File: src/rtl/pbit_pkg.sv
// pbit_pkg
//   Shared definitions for the p-bit update scheduler: the field and tanh
//   word widths, the Galois LFSR tap mask, the scheduler state encoding and
//   the one-step LFSR function used by pbit_lfsr32.
package pbit_pkg;

  localparam int          FIELD_W   = 6;
  localparam int          TANH_W    = 32;
  localparam logic [31:0] LFSR_TAPS = 32'h80200003;

  typedef enum logic [1:0] {
    IDLE,
    LOOKUP,
    DECIDE,
    FIN
  } sched_state_t;

  // Right-shifting Galois step for x^32+x^22+x^2+x+1. When the bit that
  // falls out is set, the tap mask is folded back in.
  function automatic logic [31:0] lfsr_next(input logic [31:0] q);
    return q[0] ? ((q >> 1) ^ LFSR_TAPS) : (q >> 1);
  endfunction

endpackage

File: src/rtl/pbit_lfsr32.sv
// pbit_lfsr32
//   32-bit Galois LFSR that supplies the uniform random numbers for the
//   p-bit decisions. It advances one step per cycle while en is high.
//   A zero seed would lock the register at zero, so it is replaced by 1.
// Ports
//   clk    in   rising-edge clock
//   rst_n  in   asynchronous active-low reset, loads the seed
//   en     in   advance one step this cycle
//   q      out  current LFSR state (never zero)
module pbit_lfsr32
  import pbit_pkg::*;
#(
  parameter logic [31:0] SEED = 32'h1
) (
  input  logic        clk,
  input  logic        rst_n,
  input  logic        en,
  output logic [31:0] q
);

  localparam logic [31:0] SEED_FIX = (SEED == 32'h0) ? 32'h1 : SEED;

  // The register only moves when enabled, so the random stream is
  // consumed exactly once per p-bit lookup.
  always_ff @(posedge clk or negedge rst_n) begin
    if (!rst_n) begin
      q <= SEED_FIX;
    end else if (en) begin
      q <= lfsr_next(q);
    end
  end

endmodule

File: src/rtl/pbit_update_sched.sv
// pbit_update_sched
//   Gibbs-order update scheduler for N_PBITS p-bits sharing one tanh LUT.
//   Each p-bit takes two cycles: LOOKUP drives its local field to the LUT
//   and captures the result, DECIDE compares that result against a signed
//   uniform random number and writes the new p-bit state. After the
//   programmed number of sweeps (or a halt) a one-cycle done pulse follows.
// Ports
//   clk        in   rising-edge clock
//   rst_n      in   asynchronous active-low reset
//   start      in   begin a run (only looked at while idle)
//   halt       in   end the run after the current DECIDE cycle
//   sweeps     in   number of full sweeps, captured with start
//   field_in   in   flattened local fields, p-bit k at [6k+5:6k]
//   tanh_addr  out  address to the shared tanh LUT
//   tanh_data  in   combinational tanh result, +/-2^30 full scale
//   m_out      out  p-bit states (1 = +1, 0 = -1)
//   sel_idx    out  p-bit currently being updated
//   busy       out  run in progress
//   done       out  one-cycle pulse at end of run
module pbit_update_sched
  import pbit_pkg::*;
#(
  parameter int          N_PBITS   = 8,
  parameter int          IDX_W     = $clog2(N_PBITS),
  parameter logic [31:0] LFSR_SEED = 32'h1
) (
  input  logic                       clk,
  input  logic                       rst_n,
  input  logic                       start,
  input  logic                       halt,
  input  logic [15:0]                sweeps,
  input  logic [FIELD_W*N_PBITS-1:0] field_in,
  output logic [FIELD_W-1:0]         tanh_addr,
  input  logic [TANH_W-1:0]          tanh_data,
  output logic [N_PBITS-1:0]         m_out,
  output logic [IDX_W-1:0]           sel_idx,
  output logic                       busy,
  output logic                       done
);

  sched_state_t        state;
  sched_state_t        state_nx;
  logic [15:0]         sweeps_q;
  logic [15:0]         sweep_cnt;
  logic [TANH_W-1:0]   t_q;
  logic [FIELD_W-1:0]  addr_q;
  logic [31:0]         lfsr_q;
  logic                lfsr_en;
  logic [FIELD_W-1:0]  field_sel;
  logic signed [31:0]  rnd;
  logic                last_idx;
  logic                last_sweep;
  logic                new_bit;

  pbit_lfsr32 #(
    .SEED (LFSR_SEED)
  ) u_lfsr (
    .clk   (clk),
    .rst_n (rst_n),
    .en    (lfsr_en),
    .q     (lfsr_q)
  );

  assign field_sel = field_in[int'(sel_idx)*FIELD_W +: FIELD_W];

  // The random number is bit 30 sign-extended over bits 30:0, giving a
  // uniform value in [-2^30, 2^30) to match the tanh full scale. Bit 31 is
  // discarded; writing it as q31 ^ (q31 ^ q30) keeps every LFSR bit read
  // while still evaluating to q30.
  assign rnd        = {lfsr_q[31] ^ (lfsr_q[31] ^ lfsr_q[30]), lfsr_q[30:0]};
  assign new_bit    = $signed(t_q) > rnd;
  assign last_idx   = (sel_idx == IDX_W'(N_PBITS - 1));
  assign last_sweep = (sweep_cnt == sweeps_q - 16'd1);

  // State register. Reset mid-run drops straight back to IDLE, so no done
  // pulse is produced for an aborted run.
  always_ff @(posedge clk or negedge rst_n) begin
    if (!rst_n) begin
      state <= IDLE;
    end else begin
      state <= state_nx;
    end
  end

  // Next-state and Moore outputs. The LUT address is combinational in
  // LOOKUP so the tanh result arrives in the same cycle; in DECIDE the
  // captured address is replayed so the LUT input stays stable.
  always_comb begin
    state_nx  = state;
    tanh_addr = '0;
    lfsr_en   = 1'b0;
    busy      = 1'b0;
    done      = 1'b0;
    case (state)
      IDLE: begin
        if (start) begin
          state_nx = (sweeps != 16'd0) ? LOOKUP : FIN;
        end
      end
      LOOKUP: begin
        busy      = 1'b1;
        tanh_addr = field_sel;
        lfsr_en   = 1'b1;
        state_nx  = DECIDE;
      end
      DECIDE: begin
        busy      = 1'b1;
        tanh_addr = addr_q;
        if (halt || (last_idx && last_sweep)) begin
          state_nx = FIN;
        end else begin
          state_nx = LOOKUP;
        end
      end
      FIN: begin
        busy     = 1'b1;
        done     = 1'b1;
        state_nx = IDLE;
      end
      default: state_nx = IDLE;
    endcase
  end

  // Datapath. The p-bit write happens in DECIDE even on halt; the index and
  // sweep counter only move when the run continues. m_out is never cleared
  // by a new run, only by reset.
  always_ff @(posedge clk or negedge rst_n) begin
    if (!rst_n) begin
      sweeps_q  <= '0;
      sweep_cnt <= '0;
      sel_idx   <= '0;
      t_q       <= '0;
      addr_q    <= '0;
      m_out     <= '0;
    end else begin
      case (state)
        IDLE: begin
          if (start && (sweeps != 16'd0)) begin
            sweeps_q  <= sweeps;
            sweep_cnt <= '0;
            sel_idx   <= '0;
          end
        end
        LOOKUP: begin
          t_q    <= tanh_data;
          addr_q <= field_sel;
        end
        DECIDE: begin
          m_out[sel_idx] <= new_bit;
          if (!halt) begin
            if (last_idx) begin
              sel_idx   <= '0;
              sweep_cnt <= sweep_cnt + 16'd1;
            end else begin
              sel_idx <= sel_idx + IDX_W'(1);
            end
          end
        end
        default: ;
      endcase
    end
  end

endmodule

File: config.mk
export PLATFORM = sky130hd
export DESIGN_NAME = pbit_update_sched
export DESIGN_NICKNAME = d
export VERILOG_FILES = /design/src/rtl/pbit_pkg.sv /design/src/rtl/pbit_lfsr32.sv /design/src/rtl/pbit_update_sched.sv
export SDC_FILE = /design/constraint.sdc
export NUM_CORES = 1
export LEC_CHECK = 0
export ABC_AREA = 0
export BUFFER_PORTS_ARGS = -buffer_cell sky130_fd_sc_hd__buf_2
export CELL_PAD_IN_SITES_DETAIL_PLACEMENT = 1
export CELL_PAD_IN_SITES_GLOBAL_PLACEMENT = 1
export CORE_AREA = 5 5 150 123
export CTS_CLUSTER_DIAMETER = 120
export CTS_CLUSTER_SIZE = 28
export DETAILED_ROUTE_END_ITERATION = 6
export DIE_AREA = 0 0 155 128
export PLACE_DENSITY_LB_ADDON = 0.15
export SYNTH_ARGS = -nofsm -noshare
export SYNTH_HDL_FRONTEND = slang
export SYNTH_SLANG_ARGS = --single-unit
File: constraint.sdc
create_clock -name clk -period 2.3 [get_ports clk]
set_input_delay 0.46 -clock clk [delete_from_list [all_inputs] [get_ports clk]]
set_output_delay 0.46 -clock clk [all_outputs]
set_load 0.05 [all_outputs]
After elaboration in Yosys (flattened, before gate mapping). Index checks and enable logic that the tools add are counted. W data, S select, Z words.

Order comparisons: 3. Bitwise logic cells: 3. Equality and inequality tests: 9. Mux-type cells: 20. Reduce and logical (&&, ||, !) cells: 11. Shifts and indexed selects: 1. $mul: 1. Add/sub/neg operators: 3. Divide/modulo/power cells: 0.

Operators with widths (number): $mux W16 (3); $shiftx A48 B7 Y6 (1); $gt A32 B32 Y1 (1); $mux W32 (1); $pmux W16 S2 (1); $add A16 B1 Y16 const B (1); $eq A16 B16 Y1 (1); $reduce_bool A16 Y1 (1); $sub A16 B1 Y16 const B (1); $pmux W6 S2 (1); $mux W3 (3); $bwmux W8 (1); $ne A2 B2 Y1 const B (4); $pmux W2 S4 (1); $mux W2 (3); $pmux W3 S2 (1); $mul A3 B2 Y5 const B (1); $eq A2 B2 Y1 const B (2); $lt A3 B4 Y1 const B (1); $mux W1 (4); $not A3 Y4 (1); $reduce_and A4 Y1 (1); $add A3 B1 Y3 const B (1); $demux W1 S3 (1); other kinds (11) (14).

Bits in read-only memories: 0. Memories: 0. Register bits after elaboration: 115. Word-level logic and storage cells: 59. Memory bits (writable): 0. Bits in latches: 0.

Longest topological paths before layout.
Depth after elaboration: 6. Depth in mapped cells: 8. Depth with buffers taken out: 8.

Cells and area by module. A second synthesis with hierarchy kept.

Cells, all modules: 605. Area total of the unflattened synthesis: 6937.9 um2.

Modules (own cells, without submodules): pbit_update_sched (cells an instance 532, instances 1, sequential area each 2077.0 um2, area an instance 5605.4 um2); pbit_lfsr32 (cells an instance 73, instances 1, sequential area each 802.0 um2, area an instance 1332.5 um2).

Least setup slack after synthesis. Ideal clock, no wire load.

Kind: register -> output. Start point: register sel_idx[0]. End point: output port tanh_addr[3]. Setup slack: -1.088 ns. Arrival time: 2.928 ns. Cell stages (with the launch flop): 9. Path buffers: 2. Cell sequence: dfrtp_1 > buf_2 > clkbuf_1 > nand2_1 > nor2_1 > a21oi_1 > o221ai_1 > nand2_1 > a21boi_0.

Longest elaborated chain between the ends: 3.

Ends and longest elaborated chain: start, declared (line pbit_update_sched.sv:36) `output logic [IDX_W-1:0] sel_idx,`; start signal, assigned (line pbit_update_sched.sv:155) `sel_idx <= sel_idx + IDX_W'(1);`; $mul A3 B2 Y5 (line pbit_update_sched.sv:64) `assign field_sel = field_in[int'(sel_idx)*FIELD_W +: FIELD_W];`; $shiftx A48 B7 Y6 (line pbit_update_sched.sv:64); $pmux W6 S2 (line pbit_update_sched.sv:94) `case (state)`; end, declared (line pbit_update_sched.sv:33) `output logic [FIELD_W-1:0] tanh_addr,`.

No other way between the ends.

Worst setup path in the final report.
Start point: register sel_idx[0]. End point: output port tanh_addr[2].

Same word-level chain as after synthesis.

==> flow_summary.ini <==
[die]
die_x_um = 155
std_cell_rows = 43
die_h_um = 128
start_util_pct = 37.87
die_area_mm2 = 0.01984
ios = 119
fp.coreArea_mm2 = 0.01695

[drt]
drt_pass1_iterations = 4
routedWlPerCell_um = 17.22
drt_iter0_markers = 146
vias = 5259
routed_via_density = 5.111
wirelength_um = 17720
drc = 0
antenna_left = 0

[outcome]
run_status = complete, but fails checks
violations = negative setup slack

[grt]
grt_max_degree = 94
grt.met2_usage_pct = 30.23
first_global_vias = 5858
grt.total_usage_pct = 18.48
grt_pass1_wl_um = 29430
antenna_found_initial = 0
grt_overflow_total = 0
grt_use_met1_pct = 24.16
grt-busiest-layer = met2
use_met3_pct = 5.501

[clock_network]
clkTransAtPathRegs_ps = 60
clock_latency_ps = 420
cts_sinks = 115
htreeDepth = 4
cts_buffer_depth = 2
cts_buffers = 17
cts_root_buf = clkbuf_16
cts_tree = built

[flow_run]
maxCapViolations = 0

[power]
power.total_mw = 12.21
power_density_mw_per_mm2 = 1418
ir_drop_v = 0.0006093
p_leak_nw = 3.908

[worst_setup_path]
worstPathRequired_ps = 1840
cp_slowest_cell = mux4_2
worst_path_most_repeated_cell = buf_6
worstPathCellList = buf_6 -> mux4_2 -> mux2_4 -> nand2_4 -> a21boi_4 -> buf_6
max_stage_delay_ps = 510
cp_max_fo = 5
worstPathBufferInverterCount = 2
worstSetupStartpointType = register
crit_type = reg -> out
arrival_ps = 2090
critPathTopFamily = multiplexers
cp-end-kind = output port

[place]
hpwl_um = 12740
gp_congestion = 0.8663
port_buffers = 118

[final_layout]
seqCellArea_mm2 = 0.002885
drive_gt1_share_pct = 40.30
multi_input_area_mm2 = 0.003543
post-route-util_pct = 50.81
area_growth_syn_to_layout_pct = 34.18
n_fill_cell = 1875
finalNetCount = 932
antennaDiodeCount = 0
final_cell_mix = dfrtp_1 (111), buf_2 (111), nand2_1 (75)

[sta]
grt_setup_unrepaired = yes
clock_skew_ps = 4.757
fin_ws_ps = -250.7
max_freq_mhz = 392.1
fin_setup_tns_ps = -1435
layout_worst_path_cycle_share_pct = 110.9
hold_viol_final = 0
slew_headroom_pct = 61.89
final_max_slew_viol_count = 0
period_minus_slack_ps = 2551
worstMarginPinSlew_ps = 571.7
finalSetupViolCount = 15

[synth]
synth_top_flop_cell = dfrtp_1
synth_edf_count = 0
ys_types = 59
async_flop_share_pct = 100.0
synth_largest_area_cell = dfrtp_1
syn_nets = 765
yosys_warnings = 0
netlist.area_leader.share_pct = 44.45
yosys-top-cells-area = dfrtp_1 (44%), mux2_2 (9.7%), ha_1 (8.0%)
netlist_area_mm2 = 0.006417
yosysSeqAreaShare_pct = 44.86
syn-mean-instance-area_um2 = 10.28
synth-seq-cells = 115
synth_cells = 624

[worst_hold_path]
hold_class = in -> reg
==> stage by stage <==
stage,instances,setup slack [ps],hold WS (ps),area (um2)
after floorplan,624,-7.821,164.4,6477
after global placement,982,-131.2,382.6,7589
after detailed placement,982,-212.9,391.6,7589
after CTS,1024,-267.0,249.2,8431
after global routing,1029,-313.8,251.3,8611
final,1029,-250.7,266.8,8611
==> cells by family (layout without fill, tap and decap cells) <==
kind of cell             after synthesis  count (layout)  share of synthesized area, %
AND/OR/NAND/NOR                      182             182                         13.76
flip-flops                           115             115                         44.86
AO/OA/AOI/OAI                        108             108                         10.33
buffers and inverters                 73             253                         4.289
multiplexers                          68              68                         13.71
adder cells (fa/ha/maj)               41              41                         7.994
XOR/XNOR                              37              37                         5.050
==> worst paths after layout <==
check,slack [ps],start,to,cells after the start
worst min register to register,480,u_lfsr.q[29]$_DFFE_PN0P_,u_lfsr.q[28]$_DFFE_PN0P_,2
worst max register to register,-50,sweeps_q[0]$_DFFE_PN0P_,state[1]$_DFFE_PN0P_,8
worst min-delay path,270,tanh_data[10],t_q[10]$_DFFE_PN0P_,2
min in group asynchronous,480,rst_n,t_q[22]$_DFFE_PN0P_,2
worst max-delay path,-250,sel_idx[0]$_DFFE_PN0P_,tanh_addr[2],6
max in group asynchronous,970,rst_n,sweeps_q[12]$_DFFE_PN0P_,3
==> power breakdown <==
part | leakage [nW] | switching (mW) | internal [mW]
clock network | 0.313 | 0.979 | 1.91
logic | 2.15 | 3.13 | 2.75
registers | 1.45 | 0.615 | 2.83
==> sequential cells by signal, summed over array words and instances, names as in the netlist <==
signal and cells:
sweep_cnt 16, m_out 8, sel_idx 3, state 2, addr_q 6, sweeps_q 16, t_q 32, u_lfsr.q 32
==> Yosys cell counts (3+ instances only) <==
library cell,number
clkbuf_1,16
nand4_1,9
nor4_1,9
nor3_1,6
inv_1,50
dfrtp_1,114
buf_1,6
xor2_1,17
nor2_1,29
o21ai_0,51
and3_1,5
ha_1,41
xnor2_1,20
mux4_2,10
mux2_2,55
nand3_1,16
a21oi_1,17
a21boi_0,7
o21ai_1,4
and4_1,3
nand2_1,79
a22o_1,4
nor2b_1,8
==> timing repair <==
action,in CTS,in global routing
buffers inserted,9,5
pin swaps,8,23
resized for setup,32,36
setup endpoints to repair,16,28
hold endpoints to repair,21,0
hold buffers,1,0
==> layout make-up <==
type / instances / share of cell area, %
clock buffer: 17 / 4.940
timing repair buffer: 171 / 12.48
clock inverter: 15 / 2.470
multi-input combinational: 436 / 41.15
inverter: 50 / 2.180
tap: 225 / 3.269
sequential: 115 / 33.51
==> routing by layer <==
metal / vias up / share of wire, %
met1: 2608 / 47
met3: 19 / 4.9
met4: 0 / 1.1
met5: - / 0
li1: 2530 / -
met2: 102 / 47
Note: power is estimated with default switching activity, not from simulation.
